$ cat src/rtl/vga_tile_mem_arbiter_if.sv
// vga_tile_mem_arbiter_if: VGA timing, CPU request and tile RAM signals around the arbiter.
interface vga_tile_mem_arbiter_if #(parameter int DATA_W = 16, parameter int ADDR_W = 13);
  logic              enable;
  logic              bright;
  logic [10:0]       hCount;
  logic [10:0]       vCount;
  logic [DATA_W-1:0] disp_data;
  logic              disp_valid;
  logic              cpu_req;
  logic              cpu_we;
  logic [ADDR_W-1:0] cpu_addr;
  logic [DATA_W-1:0] cpu_wdata;
  logic [DATA_W-1:0] cpu_rdata;
  logic              cpu_ack;
  logic              mem_en;
  logic              mem_we;
  logic [ADDR_W-1:0] mem_addr;
  logic [DATA_W-1:0] mem_wdata;
  logic [DATA_W-1:0] mem_rdata;
  modport slave (input enable, bright, hCount, vCount, cpu_req, cpu_we, cpu_addr, cpu_wdata, mem_rdata,
                 output disp_data, disp_valid, cpu_rdata, cpu_ack, mem_en, mem_we, mem_addr, mem_wdata);
  modport master (output enable, bright, hCount, vCount, cpu_req, cpu_we, cpu_addr, cpu_wdata, mem_rdata,
                  input disp_data, disp_valid, cpu_rdata, cpu_ack, mem_en, mem_we, mem_addr, mem_wdata);
endinterface

$ cat src/rtl/vga_tile_mem_arbiter.sv
// vga_tile_mem_arbiter: shares a single-port tile RAM between VGA display fetch and a CPU port.
// Define CPU_VBLANK_ONLY_EN to restrict CPU accesses to blanking (bright==0).
module vga_tile_mem_arbiter #(
  parameter int DATA_W     = 16,
  parameter int ADDR_W     = 13,
  parameter int COLS       = 80,
  parameter int TILE_SHIFT = 3,
  parameter int BASE_ADDR  = 0
) (
  input logic                   i_clk,
  input logic                   i_clear_n,
  vga_tile_mem_arbiter_if.slave bus
);
  typedef enum logic [2:0] {IDLE, DISP_RD, CPU_RD, CPU_WR, CPU_RESP} state_t;
  state_t              r_state, w_next;
  logic                w_disp, w_cpu;
  logic [ADDR_W-1:0]   w_disp_addr;
  logic                r_busy, r_disp_p, r_rd_p;
  logic                r_mem_en, r_mem_we, r_disp_valid, r_cpu_ack;
  logic [ADDR_W-1:0]   r_mem_addr;
  logic [DATA_W-1:0]   r_mem_wdata, r_disp_data, r_cpu_rdata;
  assign w_disp_addr = ADDR_W'(32'(BASE_ADDR) + 32'(bus.vCount >> TILE_SHIFT) * 32'(COLS)
                               + 32'(bus.hCount >> TILE_SHIFT));
  always_comb begin
    w_disp = bus.enable & bus.bright & (bus.hCount[TILE_SHIFT-1:0] == '0);
`ifdef CPU_VBLANK_ONLY_EN
    w_cpu = ~w_disp & bus.cpu_req & ~r_busy & ~bus.bright;
`else
    w_cpu = ~w_disp & bus.cpu_req & ~r_busy;
`endif
    w_next = w_disp ? DISP_RD : w_cpu ? (bus.cpu_we ? CPU_WR : CPU_RD) : (r_state == CPU_RD) ? CPU_RESP : IDLE;
  end
  // Read data lands one cycle after the RAM's address edge, hence the *_p pipeline flags.
  always_ff @(posedge i_clk or negedge i_clear_n) begin
    if (!i_clear_n) begin
      r_state      <= IDLE;
      r_busy       <= 1'b0;
      r_disp_p     <= 1'b0;
      r_rd_p       <= 1'b0;
      r_mem_en     <= 1'b0;
      r_mem_we     <= 1'b0;
      r_mem_addr   <= '0;
      r_mem_wdata  <= '0;
      r_disp_valid <= 1'b0;
      r_disp_data  <= '0;
      r_cpu_ack    <= 1'b0;
      r_cpu_rdata  <= '0;
    end else begin
      r_state      <= w_next;
      r_mem_en     <= w_disp | w_cpu;
      r_mem_we     <= w_cpu & bus.cpu_we;
      r_mem_addr   <= w_disp ? w_disp_addr : w_cpu ? bus.cpu_addr : r_mem_addr;
      r_mem_wdata  <= (w_cpu & bus.cpu_we) ? bus.cpu_wdata : r_mem_wdata;
      r_busy       <= w_cpu | (r_busy & ~r_cpu_ack);
      r_disp_p     <= r_state == DISP_RD;
      r_disp_valid <= r_disp_p;
      r_disp_data  <= r_disp_p ? bus.mem_rdata : r_disp_data;
      r_rd_p       <= r_state == CPU_RD;
      r_cpu_ack    <= (r_state == CPU_WR) | r_rd_p;
      r_cpu_rdata  <= r_rd_p ? bus.mem_rdata : r_cpu_rdata;
    end
  end
  assign bus.mem_en     = r_mem_en;
  assign bus.mem_we     = r_mem_we;
  assign bus.mem_addr   = r_mem_addr;
  assign bus.mem_wdata  = r_mem_wdata;
  assign bus.disp_valid = r_disp_valid;
  assign bus.disp_data  = r_disp_data;
  assign bus.cpu_ack    = r_cpu_ack;
  assign bus.cpu_rdata  = r_cpu_rdata;
endmodule

$ cat src/flat_wrapper.sv
// flat-port wrapper written by rule: the top's interface ports become plain ports
module vga_tile_mem_arbiter_flat 
#(
  parameter int DATA_W     = 16,
  parameter int ADDR_W     = 13,
  parameter int COLS       = 80,
  parameter int TILE_SHIFT = 3,
  parameter int BASE_ADDR  = 0
)
  (i_clk, i_clear_n, bus_enable, bus_bright, bus_hCount, bus_vCount, bus_cpu_req, bus_cpu_we, bus_cpu_addr, bus_cpu_wdata, bus_mem_rdata, bus_disp_data, bus_disp_valid, bus_cpu_rdata, bus_cpu_ack, bus_mem_en, bus_mem_we, bus_mem_addr, bus_mem_wdata);
  vga_tile_mem_arbiter_if #(.DATA_W(DATA_W), .ADDR_W(ADDR_W)) bus_i ();
  input logic i_clk;
  input logic i_clear_n;
  input wire logic [$bits(bus_i.enable)-1:0] bus_enable;
  input wire logic [$bits(bus_i.bright)-1:0] bus_bright;
  input wire logic [$bits(bus_i.hCount)-1:0] bus_hCount;
  input wire logic [$bits(bus_i.vCount)-1:0] bus_vCount;
  input wire logic [$bits(bus_i.cpu_req)-1:0] bus_cpu_req;
  input wire logic [$bits(bus_i.cpu_we)-1:0] bus_cpu_we;
  input wire logic [$bits(bus_i.cpu_addr)-1:0] bus_cpu_addr;
  input wire logic [$bits(bus_i.cpu_wdata)-1:0] bus_cpu_wdata;
  input wire logic [$bits(bus_i.mem_rdata)-1:0] bus_mem_rdata;
  output wire logic [$bits(bus_i.disp_data)-1:0] bus_disp_data;
  output wire logic [$bits(bus_i.disp_valid)-1:0] bus_disp_valid;
  output wire logic [$bits(bus_i.cpu_rdata)-1:0] bus_cpu_rdata;
  output wire logic [$bits(bus_i.cpu_ack)-1:0] bus_cpu_ack;
  output wire logic [$bits(bus_i.mem_en)-1:0] bus_mem_en;
  output wire logic [$bits(bus_i.mem_we)-1:0] bus_mem_we;
  output wire logic [$bits(bus_i.mem_addr)-1:0] bus_mem_addr;
  output wire logic [$bits(bus_i.mem_wdata)-1:0] bus_mem_wdata;
  assign bus_i.enable = bus_enable;
  assign bus_i.bright = bus_bright;
  assign bus_i.hCount = bus_hCount;
  assign bus_i.vCount = bus_vCount;
  assign bus_i.cpu_req = bus_cpu_req;
  assign bus_i.cpu_we = bus_cpu_we;
  assign bus_i.cpu_addr = bus_cpu_addr;
  assign bus_i.cpu_wdata = bus_cpu_wdata;
  assign bus_i.mem_rdata = bus_mem_rdata;
  assign bus_disp_data = bus_i.disp_data;
  assign bus_disp_valid = bus_i.disp_valid;
  assign bus_cpu_rdata = bus_i.cpu_rdata;
  assign bus_cpu_ack = bus_i.cpu_ack;
  assign bus_mem_en = bus_i.mem_en;
  assign bus_mem_we = bus_i.mem_we;
  assign bus_mem_addr = bus_i.mem_addr;
  assign bus_mem_wdata = bus_i.mem_wdata;
  vga_tile_mem_arbiter #(.DATA_W(DATA_W), .ADDR_W(ADDR_W), .COLS(COLS), .TILE_SHIFT(TILE_SHIFT), .BASE_ADDR(BASE_ADDR)) u_core (.i_clk(i_clk), .i_clear_n(i_clear_n), .bus(bus_i));
endmodule
$ cat config.mk
export PLATFORM = sky130hd
export DESIGN_NAME = vga_tile_mem_arbiter_flat
export DESIGN_NICKNAME = d
export VERILOG_FILES = /design/src/rtl/vga_tile_mem_arbiter_if.sv /design/src/rtl/vga_tile_mem_arbiter.sv /design/src/flat_wrapper.sv
export SDC_FILE = /design/constraint.sdc
export NUM_CORES = 1
export LEC_CHECK = 0
export CORE_MARGIN = 2
export CORE_UTILIZATION = 35
export DETAILED_ROUTE_END_ITERATION = 16
export PLACE_DENSITY = 0.67
export SLEW_MARGIN = 15
export SYNTH_ARGS = -nofsm -noshare
export SYNTH_HDL_FRONTEND = slang
export SYNTH_SLANG_ARGS = --single-unit
$ cat constraint.sdc
create_clock -name i_clk -period 1.9 [get_ports i_clk]
set_input_delay 0.19 -clock i_clk [delete_from_list [all_inputs] [get_ports i_clk]]
set_output_delay 0.19 -clock i_clk [all_outputs]
set_load 0.02 [all_outputs]
**After elaboration in Yosys (flattened, before gate mapping)**

Index checks and enable logic that the tools add are counted.

- Output and inout port bits: 65
- Memories: 0
- Input port bits: 73
- Memory bits (writable): 0
- Word-level logic and storage cells: 37
- Latch bits: 0
- Flip-flop bits (word level): 71
- Memory bits (read-only): 0

- Bitwise operators: 12
- Shift-type cells: 0
- Reductions and logical operators: 2
- $add $sub $neg: 1
- Equality and inequality tests: 3
- Multipliers: 1
- Multiplexer cells: 6
- $lt $le $gt $ge: 0
- Divide/modulo/power cells: 0

Operators with widths:

| operator | number |
|---|---|
| $mux W13 | 2 |
| $add A13 B8 Y13 | 1 |
| $mul A8 B3 Y9 const B | 1 |
| $mux W3 | 3 |
| $and A1 B1 Y1 | 6 |
| $eq A3 B2 Y1 const B | 2 |
| $eq A3 B1 Y1 const B | 1 |
| $logic_not A3 Y1 | 1 |
| $not A1 Y1 | 3 |
| $or A1 B1 Y1 | 3 |
| $reduce_bool A2 Y1 | 1 |
| $mux W1 | 1 |

**Logic depth before layout (Yosys ltp)**

- Word-level depth: 7
- Gate-level depth with buffers: 8
- Gate-level depth less buffers: 8

**Worst setup path after synthesis**

Ideal clock, no wire load.

- Path type: input -> register
- From: input port bus_vCount[4]
- To: register u_core.r_mem_addr[12], in the netlist u_core.bus.mem_addr[12]
- Library setup time: 0.122 ns
- Required time: 1.778 ns
- Path slack: -0.342 ns
- Stages: 8
- Arrival time: 2.120 ns
- Path buffers: 0
- Cell sequence: ha_1 > ha_1 > fa_1 > a211oi_1 > o22ai_1 > nor4_4 > mux2i_1 > nor3_2

- Cells in the longest elaborated chain, start to end: 3

Ends and longest elaborated chain:

| item | RTL line | text |
|---|---|---|
| start, declared | flat_wrapper.sv:17 | `input wire logic [$bits(bus_i.vCount)-1:0] bus_vCount;` |
| $mul A8 B3 Y9 | vga_tile_mem_arbiter.sv:22 | `assign w_disp_addr = ADDR_W'(32'(BASE_ADDR) + 32'(bus.vCount >> TILE_SHIFT) * 32'(COLS)` |
| $add A13 B8 Y13 | vga_tile_mem_arbiter.sv:23 | `+ 32'(bus.hCount >> TILE_SHIFT));` |
| $mux W13 | vga_tile_mem_arbiter.sv:52 | `r_mem_addr <= w_disp ? w_disp_addr : w_cpu ? bus.cpu_addr : r_mem_addr;` |
| end signal, assigned | vga_tile_mem_arbiter.sv:52 |  |
| end, declared | vga_tile_mem_arbiter.sv:20 | `logic [ADDR_W-1:0] r_mem_addr;` |

No other way between the ends.
A chain may end at the register's enable or synchronous reset.

**Worst setup path after layout**

- From: input port bus_vCount[7]
- To: register u_core.r_mem_addr[12], in the netlist u_core.bus.mem_addr[12]

Same word-level chain as after synthesis.

==> results.yml <==
run_status:
  status: "finished with violations"
  violations: "setup timing"
timing:
  slew_violations: 0
  tightestPinTransition_ns: 0.758
  relSlewSlack_pct: 49.5
  final-hold-violation-count: 0
  tns_ns: -0.0302
  fin_worst_skew_ns: 0.00952
  hold_slack_ns: 0.388
  setup_ws_ns: -0.0302
  rsz0062_at_grt: "yes"
  setup_viol: 1
  period_needed_ns: 1.93
  timing.final.crit_share_pct: 102
  fmax_mhz: 518
worst_setup_path:
  cpPeakStageDelay_ns: 0.34
  critPathSlowestCell: "nor4_4"
  worstSetupPathType: "in -> reg"
  cp.required_ns: 2.12
  setup.worst_path.start_class: "input pin"
  cp_max_fo: 2
  worst_setup_path_end_kind: "flop"
  crit_chain: "dlygate4sd2_1, ha_4, fa_2, a211oi_4, buf_4, o21ba_4, nor4_4, mux2i_1, nor3_2"
  crit_arrival_ns: 2.15
power_and_ir_drop:
  power_density_nw_per_um2: 820
  comb_power_share_pct: 28.9
  power.total_w: 0.00431
  p_leak_nw: 2.39
  swShare_pct: 27.5
  seq_power_share_pct: 40.7
  clkPwrFrac_pct: 30.5
  switchingPower_w: 0.00118
  intPower_w: 0.00313
  irDropWorstVdd_uv: 363
synthesis:
  synth.top_cell.area_share_pct: 54.8
  synthArstFlopShare_pct: 100
  yosysMostFrequentCell: "dfrtp_1"
  yosysWarnings: 0
  yosysUniqueCellTypes: 36
  syn_area_sq_um: 3240
  syn-num-nets: 332
  synth_top_area_cell: "dfrtp_1"
  netlist_instances: 242
  synth_edf_count: 0
  ys_seq_elements: 71
  syn_area_per_cell_sq_um: 13.4
  synthFlopType: "dfrtp_1"
  yosysSeqAreaShare_pct: 54.8
  ys_top_cells_by_area: "dfrtp_1 55%, mux2_2 17%, ha_1 5.8%"
  synth_common_cells: "71 x dfrtp_1, 50 x mux2_2, 15 x ha_1"
floorplan:
  start_util_pct: 35.6
  num_rows: 35
  die_x_microns: 100
  die_h_microns: 100
  core_area_sq_um: 9110
  io_pins: 138
  die_area_sq_um: 10000
cts:
  clock_path_buffers: 2
  clk_latency_ns: 0.33
  htree_levels: 3
  cts_tree: "built"
  numCtsBuffers: 9
  clkTransAtPathRegs_ns: 0.07
  cts_sinks: 71
  root_buffer: "clkbuf_8"
detailed_routing:
  vias_per_cell: 4.73
  first_pass_iters: 4
  wl_per_cell_microns: 14.6
  drt_iter0_drc: 37
  drt_wl_total_mm: 7.58
  ant_nets: 0
  vias: 2456
  drc: 0
global_route:
  grtUsageTotal_pct: 15.8
  overflow: 0
  grt_pass1_wl_mm: 12.5
  grt_max_degree: 42
  grt_pass1_vias: 2545
  antenna_found_initial: 0
layout:
  drive_gt1_share_pct: 29.2
  finalNetCount: 493
  areaGrowthSynthToFinish_pct: 62.3
  fillers: 787
  regArea_sq_um: 1780
  num_antenna_cells: 0
  multi_input_area_sq_um: 1570
worst_hold_path:
  holdCritPathClass: "in -> async"
flow_run:
  drv_cap: 0
placement:
  io_buffers: 134
  hpwl_mm: 5.72
  globalplace.congestion: 0.765
-- worst max-delay path, delay by kind of cell --
family                     cells  cell delay (ns)
adders and majority gates      2             0.55
and+or+nand+nor                2             0.40
muxes                          1             0.29
AOI/OAI and AO/OA              2             0.30
buffers and inverters          2             0.43
-- cells in the final DEF, fill, tap and decap left out, types with 3 or more instances in the layout --
master           count
a21oi_1              4
ha_1                 6
o21ai_1              3
clkbuf_8            10
nor2_1              13
ha_4                 8
inv_1                3
xor2_1               3
clkdlybuf4s50_1    126
mux2i_1             11
nand2_1             14
clkinv_2             3
dfrtp_1             71
dlygate4sd2_1        3
mux2_2              50
o21ai_0              9
buf_4               23
xnor2_1              5
-- layout make-up --
cell class / count / area share (%)
clock buffer: 10 / 2.62
clock inverter: 6 / 1.59
inverter: 3 / 0.214
multi-input combinational: 159 / 29.8
sequential: 71 / 33.8
tap: 111 / 2.64
timing repair buffer: 159 / 29.3
-- stage by stage --
stage               cell area [sq um]  std cells  setup slack (ns)  utilization [%]
detailed placement               4920        501            -0.737             54.0
finish                           5260        519           -0.0302             57.7
global placement                 4920        501            -0.732             54.0
floorplan                        3270        242            -0.182                -
CTS                              5250        519            0.0139             57.6
global route                     5260        519           -0.0988             57.7
-- power by group through the flow --
stage | combinational, W | sequential [W] | clock (W)
finish | 0.00124 | 0.00175 | 0.00131
global route | 0.00134 | 0.00177 | 0.00144
CTS | 0.00125 | 0.00176 | 0.00136
detailed placement | 0.00119 | 0.00178 | 0
global placement | 0.00118 | 0.00178 | 0
floorplan | 0.000366 | 0.00196 | 0
-- metal layers --
metal / GRT usage (%) / vias to the layer above / part of all wire, %
met2: 26.4 / 82 / 49
met5: 0 / - / 0
li1: - / 1182 / -
met4: 5.16 / 0 / 0.99
met1: 20.4 / 1184 / 44
met3: 3.48 / 8 / 5.9
-- kinds of logic (layout without fill, tap and decap cells) --
kind of cell | after synthesis | count (layout) | synth area share [%]
AOI/OAI and AO/OA | 29 | 29 | 5.95
xor gates and xnor gates | 9 | 9 | 2.67
muxes | 63 | 63 | 21.5
and+or+nand+nor | 41 | 41 | 6.53
buffers and inverters | 12 | 178 | 1.51
DFF | 71 | 71 | 54.8
adders and majority gates | 17 | 17 | 7.03
-- path summary, 6_finish.rpt --
kind                                    from                  endpoint  slack [ns]  cells after the start
max                            bus_vCount[7]   u_core.bus.mem_addr[12]       -0.03                      9
min                                i_clear_n   u_core.bus.disp_data[2]        0.39                      2
max reg2reg                    u_core.r_rd_p  u_core.bus.cpu_rdata[11]        0.53                      1
min reg2reg                u_core.r_state[1]           u_core.r_disp_p        0.45                      1
max in group asynchronous          i_clear_n  u_core.bus.disp_data[13]        0.96                      3
min in group i_clk             bus_hCount[4]    u_core.bus.mem_addr[1]        0.41                      3
-- flip-flops by register name (all words and copies together) (netlist names) --
name / flops
u_core.bus.mem_addr: 13
u_core.bus.mem_we: 1
u_core.r_disp_p: 1
u_core.bus.disp_data: 16
u_core.r_busy: 1
u_core.bus.mem_wdata: 16
u_core.bus.disp_valid: 1
u_core.bus.mem_en: 1
u_core.bus.cpu_rdata: 16
u_core.bus.cpu_ack: 1
u_core.r_rd_p: 1
u_core.r_state: 3
-- timing repair --
item                                    CTS  global route
hold buffers                              1             0
hold endpoints to repair                 40             0
gates resized for setup                  29             3
endpoints found under the setup margin    4             2
setup buffers                             1             0
pin swaps                                 8             0
No activity file was read; power rests on OpenSTA's default activity.
